### src/rtl/skel_pkg.sv
// rtl/skel_pkg.sv - shared types and constants for the laser-line skeletoniser
package skel_pkg;

  localparam int FVH_F = 2;
  localparam int FVH_V = 1;
  localparam int FVH_H = 0;

  localparam int DEF_COL_W = 10;
  localparam int DEF_ROW_W = 9;

  typedef enum logic [1:0] {
    S_DARK = 2'd0,
    S_RUN  = 2'd1,
    S_GAP  = 2'd2
  } run_state_t;

  // One per-line result as seen by the triangulation stage (default widths).
  typedef struct packed {
    logic [DEF_ROW_W-1:0] row;
    logic [DEF_COL_W:0]   midpoint_x2;
    logic [DEF_COL_W-1:0] run_len;
    logic                 found;
  } skel_result_t;

endpackage

### src/rtl/skel_run_tracker.sv
// rtl/skel_run_tracker.sv - per-line run FSM with gap bridging and best-run register
// best_sum/best_len already include a run being committed this cycle, so a flush is visible at once.
module skel_run_tracker
  import skel_pkg::*;
#(
  parameter int COL_W   = 10,
  parameter int GAP_TOL = 3,
  parameter int MIN_RUN = 2
) (
  input  logic             clk,
  input  logic             reset,
  input  logic             accept,
  input  logic             lit,
  input  logic [COL_W-1:0] col,
  input  logic             flush,
  input  logic             clear,
  output logic [COL_W:0]   best_sum,
  output logic [COL_W-1:0] best_len
);

  localparam int GAP_W = (GAP_TOL < 1) ? 1 : $clog2(GAP_TOL + 1);

  run_state_t       r_state;
  logic [COL_W-1:0] r_start;
  logic [COL_W-1:0] r_end;
  logic [GAP_W-1:0] r_gap;
  logic [COL_W:0]   r_best_sum;
  logic [COL_W-1:0] r_best_len;

  logic [COL_W-1:0] w_len;
  logic [COL_W:0]   w_sum;
  logic             w_better;
  logic             w_gap_close;
  logic             w_commit;

  assign w_len       = r_end - r_start + COL_W'(1);
  assign w_sum       = {1'b0, r_start} + {1'b0, r_end};
  assign w_better    = (w_len >= COL_W'(MIN_RUN)) && (w_len > r_best_len);
  assign w_gap_close = accept && !lit && (r_state == S_GAP) && (r_gap == GAP_W'(GAP_TOL));
  assign w_commit    = (w_gap_close || (flush && (r_state != S_DARK))) && w_better;

  assign best_sum = w_commit ? w_sum : r_best_sum;
  assign best_len = w_commit ? w_len : r_best_len;

  always_ff @(posedge clk) begin
    if (reset || clear) begin
      r_state    <= S_DARK;
      r_start    <= '0;
      r_end      <= '0;
      r_gap      <= '0;
      r_best_sum <= '0;
      r_best_len <= '0;
    end else begin
      if (w_commit) begin
        r_best_sum <= w_sum;
        r_best_len <= w_len;
      end
      if (accept) begin
        case (r_state)
          S_DARK: begin
            if (lit) begin
              r_start <= col;
              r_end   <= col;
              r_state <= S_RUN;
            end
          end
          S_RUN: begin
            if (lit) begin
              r_end <= col;
            end else begin
              r_gap   <= GAP_W'(1);
              r_state <= S_GAP;
            end
          end
          S_GAP: begin
            // r_end only moves on lit pixels, so trailing gap pixels never lengthen a run.
            if (lit) begin
              r_end   <= col;
              r_state <= S_RUN;
            end else if (r_gap == GAP_W'(GAP_TOL)) begin
              r_state <= S_DARK;
            end else begin
              r_gap <= r_gap + GAP_W'(1);
            end
          end
          default: r_state <= S_DARK;
        endcase
      end
    end
  end

endmodule

### src/rtl/skeletonize_multi.sv
// rtl/skeletonize_multi.sv - thresholds luma, finds the longest gap-bridged lit run per line
// and emits row, half-pixel midpoint, length and found flag with a one-cycle strobe.
module skeletonize_multi
  import skel_pkg::*;
#(
  parameter int              PX_W    = 8,
  parameter logic [PX_W-1:0] THRESH  = 'h80,
  parameter int              GAP_TOL = 3,
  parameter int              MIN_RUN = 2,
  parameter int              COL_W   = DEF_COL_W,
  parameter int              ROW_W   = DEF_ROW_W
) (
  input  logic             clk,
  input  logic             reset,
  input  logic [2:0]       fvh_in,
  input  logic             dv_in,
  input  logic [PX_W-1:0]  px_in,
  output logic [ROW_W-1:0] current_row,
  output logic [COL_W:0]   midpoint_x2,
  output logic [COL_W-1:0] run_len,
  output logic             found,
  output logic             line_valid
);

  logic [2:0]       r_last_fvh;
  logic [ROW_W-1:0] r_row_cnt;
  logic             r_line_active;
  logic [COL_W-1:0] r_col;
  logic             r_col_full;
  logic [ROW_W-1:0] r_current_row;
  logic [COL_W:0]   r_midpoint_x2;
  logic [COL_W-1:0] r_run_len;
  logic             r_found;
  logic             r_line_valid;

  logic             w_new_frame;
  logic             w_new_line;
  logic             w_accept;
  logic             w_lit;
  logic             w_flush;
  logic             w_clear;
  logic [COL_W:0]   w_best_sum;
  logic [COL_W-1:0] w_best_len;
  logic             w_unused_f;

  assign w_new_frame = fvh_in[FVH_V] & ~r_last_fvh[FVH_V];
  assign w_new_line  = fvh_in[FVH_H] & ~r_last_fvh[FVH_H];
  assign w_unused_f  = fvh_in[FVH_F] ^ r_last_fvh[FVH_F];

  // Once the pixel at the last column index is taken, the rest of the line is dropped.
  assign w_accept = dv_in & ~w_new_frame & ~w_new_line & ~r_col_full;
  assign w_lit    = (px_in >= THRESH);
  assign w_flush  = w_new_line & ~w_new_frame & r_line_active;
  assign w_clear  = w_new_line | w_new_frame;

  skel_run_tracker #(
    .COL_W   (COL_W),
    .GAP_TOL (GAP_TOL),
    .MIN_RUN (MIN_RUN)
  ) u_tracker (
    .clk      (clk),
    .reset    (reset),
    .accept   (w_accept),
    .lit      (w_lit),
    .col      (r_col),
    .flush    (w_flush),
    .clear    (w_clear),
    .best_sum (w_best_sum),
    .best_len (w_best_len)
  );

  always_ff @(posedge clk) begin
    if (reset) begin
      r_last_fvh    <= '0;
      r_row_cnt     <= '0;
      r_line_active <= 1'b0;
      r_col         <= '0;
      r_col_full    <= 1'b0;
      r_current_row <= '0;
      r_midpoint_x2 <= '0;
      r_run_len     <= '0;
      r_found       <= 1'b0;
      r_line_valid  <= 1'b0;
    end else begin
      r_last_fvh   <= fvh_in;
      r_line_valid <= 1'b0;
      if (w_new_frame) begin
        r_row_cnt     <= '0;
        r_line_active <= 1'b1;
        r_col         <= '0;
        r_col_full    <= 1'b0;
      end else if (w_new_line) begin
        if (r_line_active) begin
          r_current_row <= r_row_cnt;
          r_midpoint_x2 <= w_best_sum;
          r_run_len     <= w_best_len;
          r_found       <= (w_best_len != '0);
          r_line_valid  <= 1'b1;
          r_row_cnt     <= r_row_cnt + ROW_W'(1);
        end
        r_line_active <= 1'b1;
        r_col         <= '0;
        r_col_full    <= 1'b0;
      end else if (w_accept) begin
        if (r_col == {COL_W{1'b1}}) begin
          r_col_full <= 1'b1;
        end else begin
          r_col <= r_col + COL_W'(1);
        end
      end
    end
  end

  assign current_row = r_current_row;
  assign midpoint_x2 = r_midpoint_x2;
  assign run_len     = r_run_len;
  assign found       = r_found;
  assign line_valid  = r_line_valid;

endmodule

### config.mk
export PLATFORM = sky130hd
export DESIGN_NAME = skeletonize_multi
export DESIGN_NICKNAME = d
export VERILOG_FILES = /design/src/rtl/skel_pkg.sv /design/src/rtl/skel_run_tracker.sv /design/src/rtl/skeletonize_multi.sv
export SDC_FILE = /design/constraint.sdc
export NUM_CORES = 1
export LEC_CHECK = 0
export BUFFER_PORTS_ARGS = -buffer_cell sky130_fd_sc_hd__buf_2
export CAP_MARGIN = 15
export CORE_MARGIN = 8
export CORE_UTILIZATION = 59
export DETAILED_ROUTE_END_ITERATION = 8
export HOLD_SLACK_MARGIN = 0.08
export PLACE_DENSITY = 0.79
export REMOVE_ABC_BUFFERS = 1
export SLEW_MARGIN = 15
export SYNTH_ARGS = -nofsm -noshare
export SYNTH_HDL_FRONTEND = slang
export SYNTH_HIERARCHICAL = 1
export SYNTH_SLANG_ARGS = --single-unit
### constraint.sdc
create_clock -name clk -period 5.2 [get_ports clk]
set_input_delay 0.52 -clock clk [delete_from_list [all_inputs] [get_ports clk]]
set_output_delay 0.52 -clock clk [all_outputs]
set_load 0.02 [all_outputs]
==> impl_summary.md, run 1 <==
Pwr
Across the VDD grid, the largest voltage drop is 0.144 mV. Power spread over the standard cell area amounts to 228 mW/mm^2. The leakage component of the power is 0.00223 uW.

Clock tree
The clock network latency to the later pin of the worst-skew pair is 0.38 ns. The H-tree was split into 3 levels. TritonCTS created 9 clock buffers. The CTS tree is yes. The clock root buffer master is sky130_fd_sc_hd__clkbuf_8. After clock tree synthesis, the clock-pin slew on the worst setup and hold paths is 0.11 ns.

The number of clock sinks seen by CTS is 100. No sink is reached through more buffers than the 2 on the longest clock path.

Floorplanning
The total I/O pin count is 46. Once the floorplan was initialized, standard cells occupied 60.6% of the core. The die boundary height is 111 microns. The die covers 0.0122 sq mm. The core outline area is 0.00872 sq mm. The number of core rows is 34.

In this run the horizontal extent of the chip is 111 microns.

Critical path
The critical path is of the flop to flop type. The worst setup path is launched from a flop. The required arrival time at the worst endpoint is 5.44 ns. The element type at the critical path end is a flop. The largest driver fanout on the critical path is 7. In this run the register-to-register setup slack is 0.33 ns. At the worst endpoint, the arrival time is 5.11 ns.

Finish
The number of antenna repair diodes is 0. The layout filler cell count is 739. From synthesis to final layout, the design area changed by 8.43%. In the final layout, the share of cells above drive strength 1 is 11.6%. The final-stage net count is 740.

Route
The first-pass iteration count of the detailed router is 4. The final wirelength is 12000 microns. After detailed routing, the average wire length per cell comes to 15.0 microns. For this block, the initial DRC count from the detailed router was 282.

The via count is 4721. Dividing the detail-routed via count by the number of cells gives 5.92. The detail route stage leaves a number of antenna-violating nets equal to 0.

The number of remaining DRC errors is 0.

Global routing
The first global-routing pass estimated 20700 microns of wire. The number of antenna violations at the first check in global routing came to 0. The total track usage is 19.6%. The largest net degree at the start of global routing is 44. The via count of the first global-routing pass is 4516. The total overflow reported by the global router is 0.

STA
Setup violations remaining at the end of the flow were counted as 0. At the pin with the least slew margin, the transition time is 1.05 ns. The final number of max-transition violations is 0. The worst clock skew is 0.0124 ns. The hold violation total from the final report is 0. The final critical path time including I/O delays and setup is 4.87 ns.

In the final timing run, aggregate negative setup slack is 0 ns. The worst slew margin relative to its limit is 29.4%. The smallest hold slack is 0.362 ns. The worst path uses 93.6% of the clock period.

Timing would allow up to 0.205 GHz. Setup repair after global routing left no endpoint under its margin.

Synthesis
The yosys synthesis warning count is 6. The most area-hungry cell type in the Yosys netlist is sky130_fd_sc_hd__dfxtp_1. sky130_fd_sc_hd__nand2_1 is the most common cell in the netlist. The count of state elements after synthesis is 100. The average instance area after synthesis is 7.97 sq um. The distinct cell type count after synthesis is 66. The dominant register cell in the synthesized netlist is sky130_fd_sc_hd__dfxtp_1. The sequential element share of the synthesized area is 37.9%. In this run the cell area of the synthesized design comes to 0.00529 sq mm. By area the synthesized netlist is led by sky130_fd_sc_hd__dfxtp_1 (38%), sky130_fd_sc_hd__ha_1 (9.2%), sky130_fd_sc_hd__nand2_1 (8.9%), sky130_fd_sc_hd__a21oi_1 (8.2%), sky130_fd_sc_hd__inv_1 (2.6%). The count of flip-flops with a built-in enable after synthesis is 0. In this run the biggest area consumer among cell types represents 37.9% of the synthesized area. The gate count of the mapped netlist is 663. After synthesis, the most frequently instantiated cells are sky130_fd_sc_hd__nand2_1 (126), sky130_fd_sc_hd__dfxtp_1 (100), sky130_fd_sc_hd__a21oi_1 (87).

The share of synthesized flip-flops with an asynchronous set or reset is 0%.

Job
Across the run, the number of max-cap violations was 0.

Status
The flow ran to the end, and the final reports show no timing, DRC or antenna violations.

Placed design
Summed over all nets, the half-perimeter wirelength after detailed placement is 8780 microns. At the end of routability-driven placement, the weighted congestion stood at 0.942. During placement, the flow inserted port buffers numbering 37.

Hold path
The worst hold path belongs to the class input port to flop.
-- worst paths after layout --
kind	startpoint	to	cells after the start
worst min register to register	run_len[9]	run_len[9]	2
worst max register to register	u_tracker/r_end[1]	found	20
worst min-delay path	fvh_in[1]	r_last_fvh[1]	2
worst max-delay path	u_tracker/r_end[1]	found	20
-- power breakdown --
group | internal, uW | switching, uW
registers | 768 | 2.95
logic | 10.7 | 35.7
clock network | 187 | 303
-- layout make-up --
class                      instances  area (sq um)  share of cell area, %
multi-input combinational        492          3020                   52.6
sequential                       100          2000                   34.9
timing repair buffer              44           238                   4.15
inverter                          38           143                   2.49
tap                              108           135                   2.36
clock buffer                       9           124                   2.16
clock inverter                     7          73.8                   1.29
-- cell families after synthesis --
logic type / after synthesis / synth area share [%]
AO/OA/AOI/OAI: 164 / 19.0
flip-flops: 100 / 37.9
buffers and inverters: 71 / 5.56
XOR/XNOR: 18 / 2.98
AND/OR/NAND/NOR: 265 / 23.8
adder cells (fa/ha/maj): 41 / 9.99
multiplexers: 4 / 0.781
-- cell usage in the layout, fill, tap and decap left out, drive strengths merged, types with 4 or more instances in the layout --
master,instances
nor4,6
and3,4
buf,44
o31ai,6
ha,39
or4,6
nor2,36
nand3,18
o311ai,6
nand2,127
a22oi,5
nor2b,9
dfxtp,100
o21a,4
nand2b,4
clkinv,5
or2,5
clkbuf,9
inv,39
or3,7
a21oi,90
o21ai,20
a21o,5
nor3,26
a211oi,6
xnor2,9
xor2,9
-- critical path: stages, from the launching register on --
cell                       delay [ns]
sky130_fd_sc_hd__dfxtp_1         0.37
sky130_fd_sc_hd__inv_1           0.08
sky130_fd_sc_hd__ha_1            0.29
sky130_fd_sc_hd__inv_1           0.04
sky130_fd_sc_hd__ha_1            0.22
sky130_fd_sc_hd__fa_1            0.43
sky130_fd_sc_hd__a21o_1          0.23
sky130_fd_sc_hd__a21oi_2         0.16
sky130_fd_sc_hd__xnor2_1         0.19
sky130_fd_sc_hd__ha_1            0.31
sky130_fd_sc_hd__and3_1          0.24
sky130_fd_sc_hd__a22o_1          0.24
sky130_fd_sc_hd__o311ai_1        0.33
sky130_fd_sc_hd__a21oi_1         0.16
sky130_fd_sc_hd__o31a_1          0.36
sky130_fd_sc_hd__buf_4           0.16
sky130_fd_sc_hd__nand2_1         0.07
sky130_fd_sc_hd__nand2_1         0.09
sky130_fd_sc_hd__or4_1           0.48
sky130_fd_sc_hd__nor3_1          0.17
sky130_fd_sc_hd__a311oi_1        0.11
-- metrics by stage --
| step | std cells | setup slack (ns) | utilization [%] | cell area, sq um | total power, uW |
|---|---|---|---|---|---|
| CTS | 797 | 0.0904 | 65.5 | 5710 | 1320 |
| floorplan | 630 | 0.325 | - | 5130 | 816 |
| detailed placement | 781 | 0.136 | 63.2 | 5510 | 835 |
| finish | 798 | 0.331 | 65.7 | 5730 | 1310 |
| global placement | 781 | 0.278 | 63.2 | 5510 | 834 |
| global route | 798 | 0.00459 | 65.7 | 5730 | 1350 |
-- sequential cells by signal, summed over array words and instances (netlist names), 2 cells and up --
signal / flops
midpoint_x2: 11
u_tracker/r_state: 2
r_row_cnt: 9
current_row: 9
u_tracker/r_best_len: 10
r_col: 10
r_last_fvh: 2
u_tracker/r_best_sum: 11
u_tracker/r_end: 10
u_tracker/r_gap: 2
u_tracker/r_start: 10
run_len: 10
-- layer usage --
| metal | routed length, microns | track usage [%] |
|---|---|---|
| met5 | 0 | 0 |
| met3 | 442 | 3.52 |
| met2 | 6050 | 34.5 |
| met1 | 5140 | 22.1 |
| met4 | 341 | 9.55 |
-- repair_timing --
item | CTS | global route
setup endpoints to repair | 0 | 4
gates resized for setup | 0 | 4
hold buffers | 0 | 0
setup buffers | 0 | 1
(Power assumes the default switching activity.)
==> inputs of run 2 (changes only) <==
--- a/config.mk
+++ b/config.mk
@@ -7,7 +7,7 @@
 export LEC_CHECK = 0
 export BUFFER_PORTS_ARGS = -buffer_cell sky130_fd_sc_hd__buf_2
 export CAP_MARGIN = 15
-export CORE_MARGIN = 8
+export CORE_MARGIN = 4
 export CORE_UTILIZATION = 59
 export DETAILED_ROUTE_END_ITERATION = 8
 export HOLD_SLACK_MARGIN = 0.08
==> impl_summary.md, run 2 (synthesis results as in run 1) <==
Route
The mean routed wirelength per cell came to 14.9 microns (-0.86%). The first-pass iteration count of the detailed router is 5 (+1). The count of antenna-violating nets left after detailed routing came to 0 (unchanged). The number of remaining DRC errors was 0 (unchanged). The first-iteration detailed-routing DRC count is 174 (-38%). The via count normalized by instance count was 5.83 (-1.4%). The via count is 4649 (-1.5%). The final wirelength is 11900 microns (-0.99%).

Critical path
The required arrival time at the worst endpoint is 5.42 ns (-0.02 ns). The worst reg2reg path depth is 19 (-5.0%). The capture instance of the worst register-to-register path is found. The setup path with the least slack is of type flop to flop.

The signal arrival time at the worst endpoint is 5.10 ns (about the same). The flop-to-flop setup slack is 0.31 ns (-0.02 ns). The largest driver fanout on the critical path is 6 (-1). STA classifies the critical path endpoint as a flop. The critical register-to-register path startpoint is u_tracker/r_end[1]. STA classifies the critical path startpoint as a flop. In this run the worst setup path begins at u_tracker/r_end[1]. The critical path ends at found.

Pwr
The combinational fraction of design power is 3.6% (about the same). The internal power consumption came to 963 uW (-0.29%). The switching part of the total is 25.6% (-0.54 points). The switching component of the power is 331 uW (-3.1%). The fraction of power consumed by the clock network is 36.9% (-0.6 points). The peak supply drop is 0.196 mV (+36%). The power density over the cells was 226 mW/mm^2 (-0.98%).

The final total power is 1290 uW (-1.0%). The leakage component of the power came to 0.00222 uW (-0.62%). The proportion of power drawn by flip-flops and latches is 59.6% (+0.6 points).

Floorplanning
The area of the die came to 0.0105 sq mm (-14%). The die width was 103 microns (-7.2%). The total I/O pin count is 46 (unchanged).

The core outline area was 0.00872 sq mm (unchanged). The die boundary height is 103 microns (-7.2%). The number of core rows came to 34 (unchanged). The initial core utilization is 60.6% (unchanged).

Global routing
The total overflow reported by the global router came to 0 (unchanged). The met3 layer usage reported by global route is 3.65% (+0.14 points). The number of antenna violations at the first check in global routing is 0 (unchanged). The total track usage was 23.3% (+3.7 points). The met2 track demand over resource was 40.2% (+5.7 points). The via count of the first global-routing pass is 4297 (-4.8%). The largest net degree at the start of global routing is 44 (unchanged). The first-pass GRT wire length is 19700 microns (-4.9%). The fraction of met1 tracks used by global routing is 28.2% (+6.1 points).

met2 is the most crowded layer.

Placed design
The count of buffers inserted at the top-level ports came to 37 (unchanged). The routability-driven placement congestion ratio is 0.881 (-6.5%). The worst slack after detailed placement was 0.159 ns (+0.0228 ns). The sum of net half-perimeters after detailed placement was 8660 microns (-1.3%).

Status
The flow ran to the end, and the final reports show no timing, DRC or antenna violations.

Clock tree
The clock root buffer master is sky130_fd_sc_hd__clkbuf_8. The total number of H-tree levels is 3 (unchanged). The clock slew seen by the registers of the worst setup and hold paths is 0.11 ns (about the same). The CTS tree is yes.

The number of clock sinks seen by CTS came to 100 (unchanged). The number of clock buffers inserted by TritonCTS is 9 (unchanged). The clock tree buffer depth was 2 (unchanged). The clock network latency to the later pin of the worst-skew pair is 0.37 ns (about the same).

Finish
The layout overhead on the synthesized area is 8.38% (about the same). The fraction of final layout cells sized beyond drive strength 1 came to 11.5% (-0.13 points). The layout filler cell count is 726 (-1.8%). Leaving out fill and tap cells, the most frequent cell in the layout is sky130_fd_sc_hd__nand2_1. The post-layout utilization of the core is 65.7% (about the same). Leaving out fill and tap cells, the most frequent cells in the layout are sky130_fd_sc_hd__nand2_1 (126), sky130_fd_sc_hd__dfxtp_1 (100), sky130_fd_sc_hd__a21oi_1 (87).

The number of antenna repair diodes is 0 (unchanged). The final-stage net count is 739 (-0.14%).

STA
The final worst-path setup slack was 0.314 ns (-0.0168 ns). Setup repair after global routing left no endpoint under its margin. The hold violation total from the final report came to 0 (unchanged).

The total of endpoints with negative setup slack in the final report is 0 (unchanged). The upper clock frequency limit came to 0.205 GHz (-0.34%). The worst clock skew is 0.0118 ns (-0.000613 ns). The final critical-path share of the clock period came to 94.0% (+0.32 points). The worst slew margin relative to its limit is 28.1% (-1.3 points). The final critical path time including I/O delays and setup came to 4.89 ns (+0.0168 ns). The final number of max-transition violations is 0 (unchanged). The slew at the pin closest to its max-slew limit came to 1.07 ns (+0.0199 ns). The setup TNS was 0 ns (unchanged).

Hold path
The tightest min-delay check is of the input port to flop type.

Job
The max-cap check violation count was 0 (unchanged).
-- run 2: changes by cell type in the layout (fill, tap and decap cells not counted), sizes merged --
| cell | before | now |
|---|---|---|
| clkinv | 5 | 3 |
| buf | 44 | 43 |
| clkbuf | 9 | 10 |
| clkinvlp | 1 | 2 |
-- run 2: routing by layer --
| layer | share of wire, % | wire, microns | vias to the layer above |
|---|---|---|---|
| met1 | 43 | 5130 | 2160 |
| met5 | 0 | 0 | - |
| met4 | 3.3 | 397 | 0 |
| li1 | - | - | 2354 |
| met3 | 3.5 | 417 | 30 |
| met2 | 50 | 5910 | 105 |
-- run 2: final cells by class --
| type | instances | area, sq um | area share [%] |
|---|---|---|---|
| multi-input cells | 492 | 3030 | 52.9 |
| clock inverters | 6 | 60.1 | 1.05 |
| repair buffers | 43 | 230 | 4.02 |
| inverters | 38 | 143 | 2.49 |
| clock buffers | 10 | 128 | 2.23 |
| flip-flops and latches | 100 | 2000 | 34.9 |
| well taps | 108 | 135 | 2.36 |
-- run 2: per-stage QoR --
step / hold slack, ns / std cells / area [sq um]
after floorplan: 0.435 / 630 / 5130
after global placement: 0.440 / 781 / 5510
after detailed placement: 0.444 / 781 / 5510
after CTS: 0.373 / 797 / 5700
after global routing: 0.399 / 797 / 5730
final: 0.382 / 797 / 5730
-- run 2: critical path, stage by stage, from the launching register on --
cell,delay (ns)
sky130_fd_sc_hd__dfxtp_1,0.37
sky130_fd_sc_hd__inv_1,0.07
sky130_fd_sc_hd__ha_1,0.29
sky130_fd_sc_hd__inv_1,0.04
sky130_fd_sc_hd__ha_1,0.22
sky130_fd_sc_hd__fa_1,0.43
sky130_fd_sc_hd__a21o_1,0.23
sky130_fd_sc_hd__a21oi_2,0.16
sky130_fd_sc_hd__xnor2_1,0.20
sky130_fd_sc_hd__ha_1,0.31
sky130_fd_sc_hd__and3_1,0.25
sky130_fd_sc_hd__a22o_1,0.25
sky130_fd_sc_hd__o311ai_0,0.32
sky130_fd_sc_hd__a21oi_1,0.16
sky130_fd_sc_hd__o31a_1,0.35
sky130_fd_sc_hd__nand3_1,0.14
sky130_fd_sc_hd__nand2_1,0.07
sky130_fd_sc_hd__or4_1,0.55
sky130_fd_sc_hd__nor3_1,0.20
sky130_fd_sc_hd__a311oi_1,0.12
-- run 2: repair_timing --
item,4_1_cts,5_1_grt
setup endpoints to repair,0,13
buffers inserted,0,0
hold buffers,0,0
gates resized for setup,0,5
-- run 2: how the worst min path moves through the flow --
stage                            start                       to  slack, ns  depth (start not counted)
6_report                     fvh_in[1]            r_last_fvh[1]       0.38                          2
3_3_place_gp            midpoint_x2[9]           midpoint_x2[9]       0.44                          2
2_1_floorplan  u_tracker/r_best_sum[9]  u_tracker/r_best_sum[9]       0.43                          2
3_5_place_dp                run_len[1]               run_len[1]       0.44                          2
4_1_cts                      fvh_in[1]            r_last_fvh[1]       0.37                          2
5_1_grt                      fvh_in[1]            r_last_fvh[1]       0.40                          2
-- run 2: power groups by stage --
stage               logic (uW)  registers (uW)  clock network, uW
finish                    46.3             771                477
global route              51.4             772                517
CTS                       46.0             771                490
detailed placement        46.0             789                  0
global placement          44.9             789                  0
floorplan                 27.4             789                  0
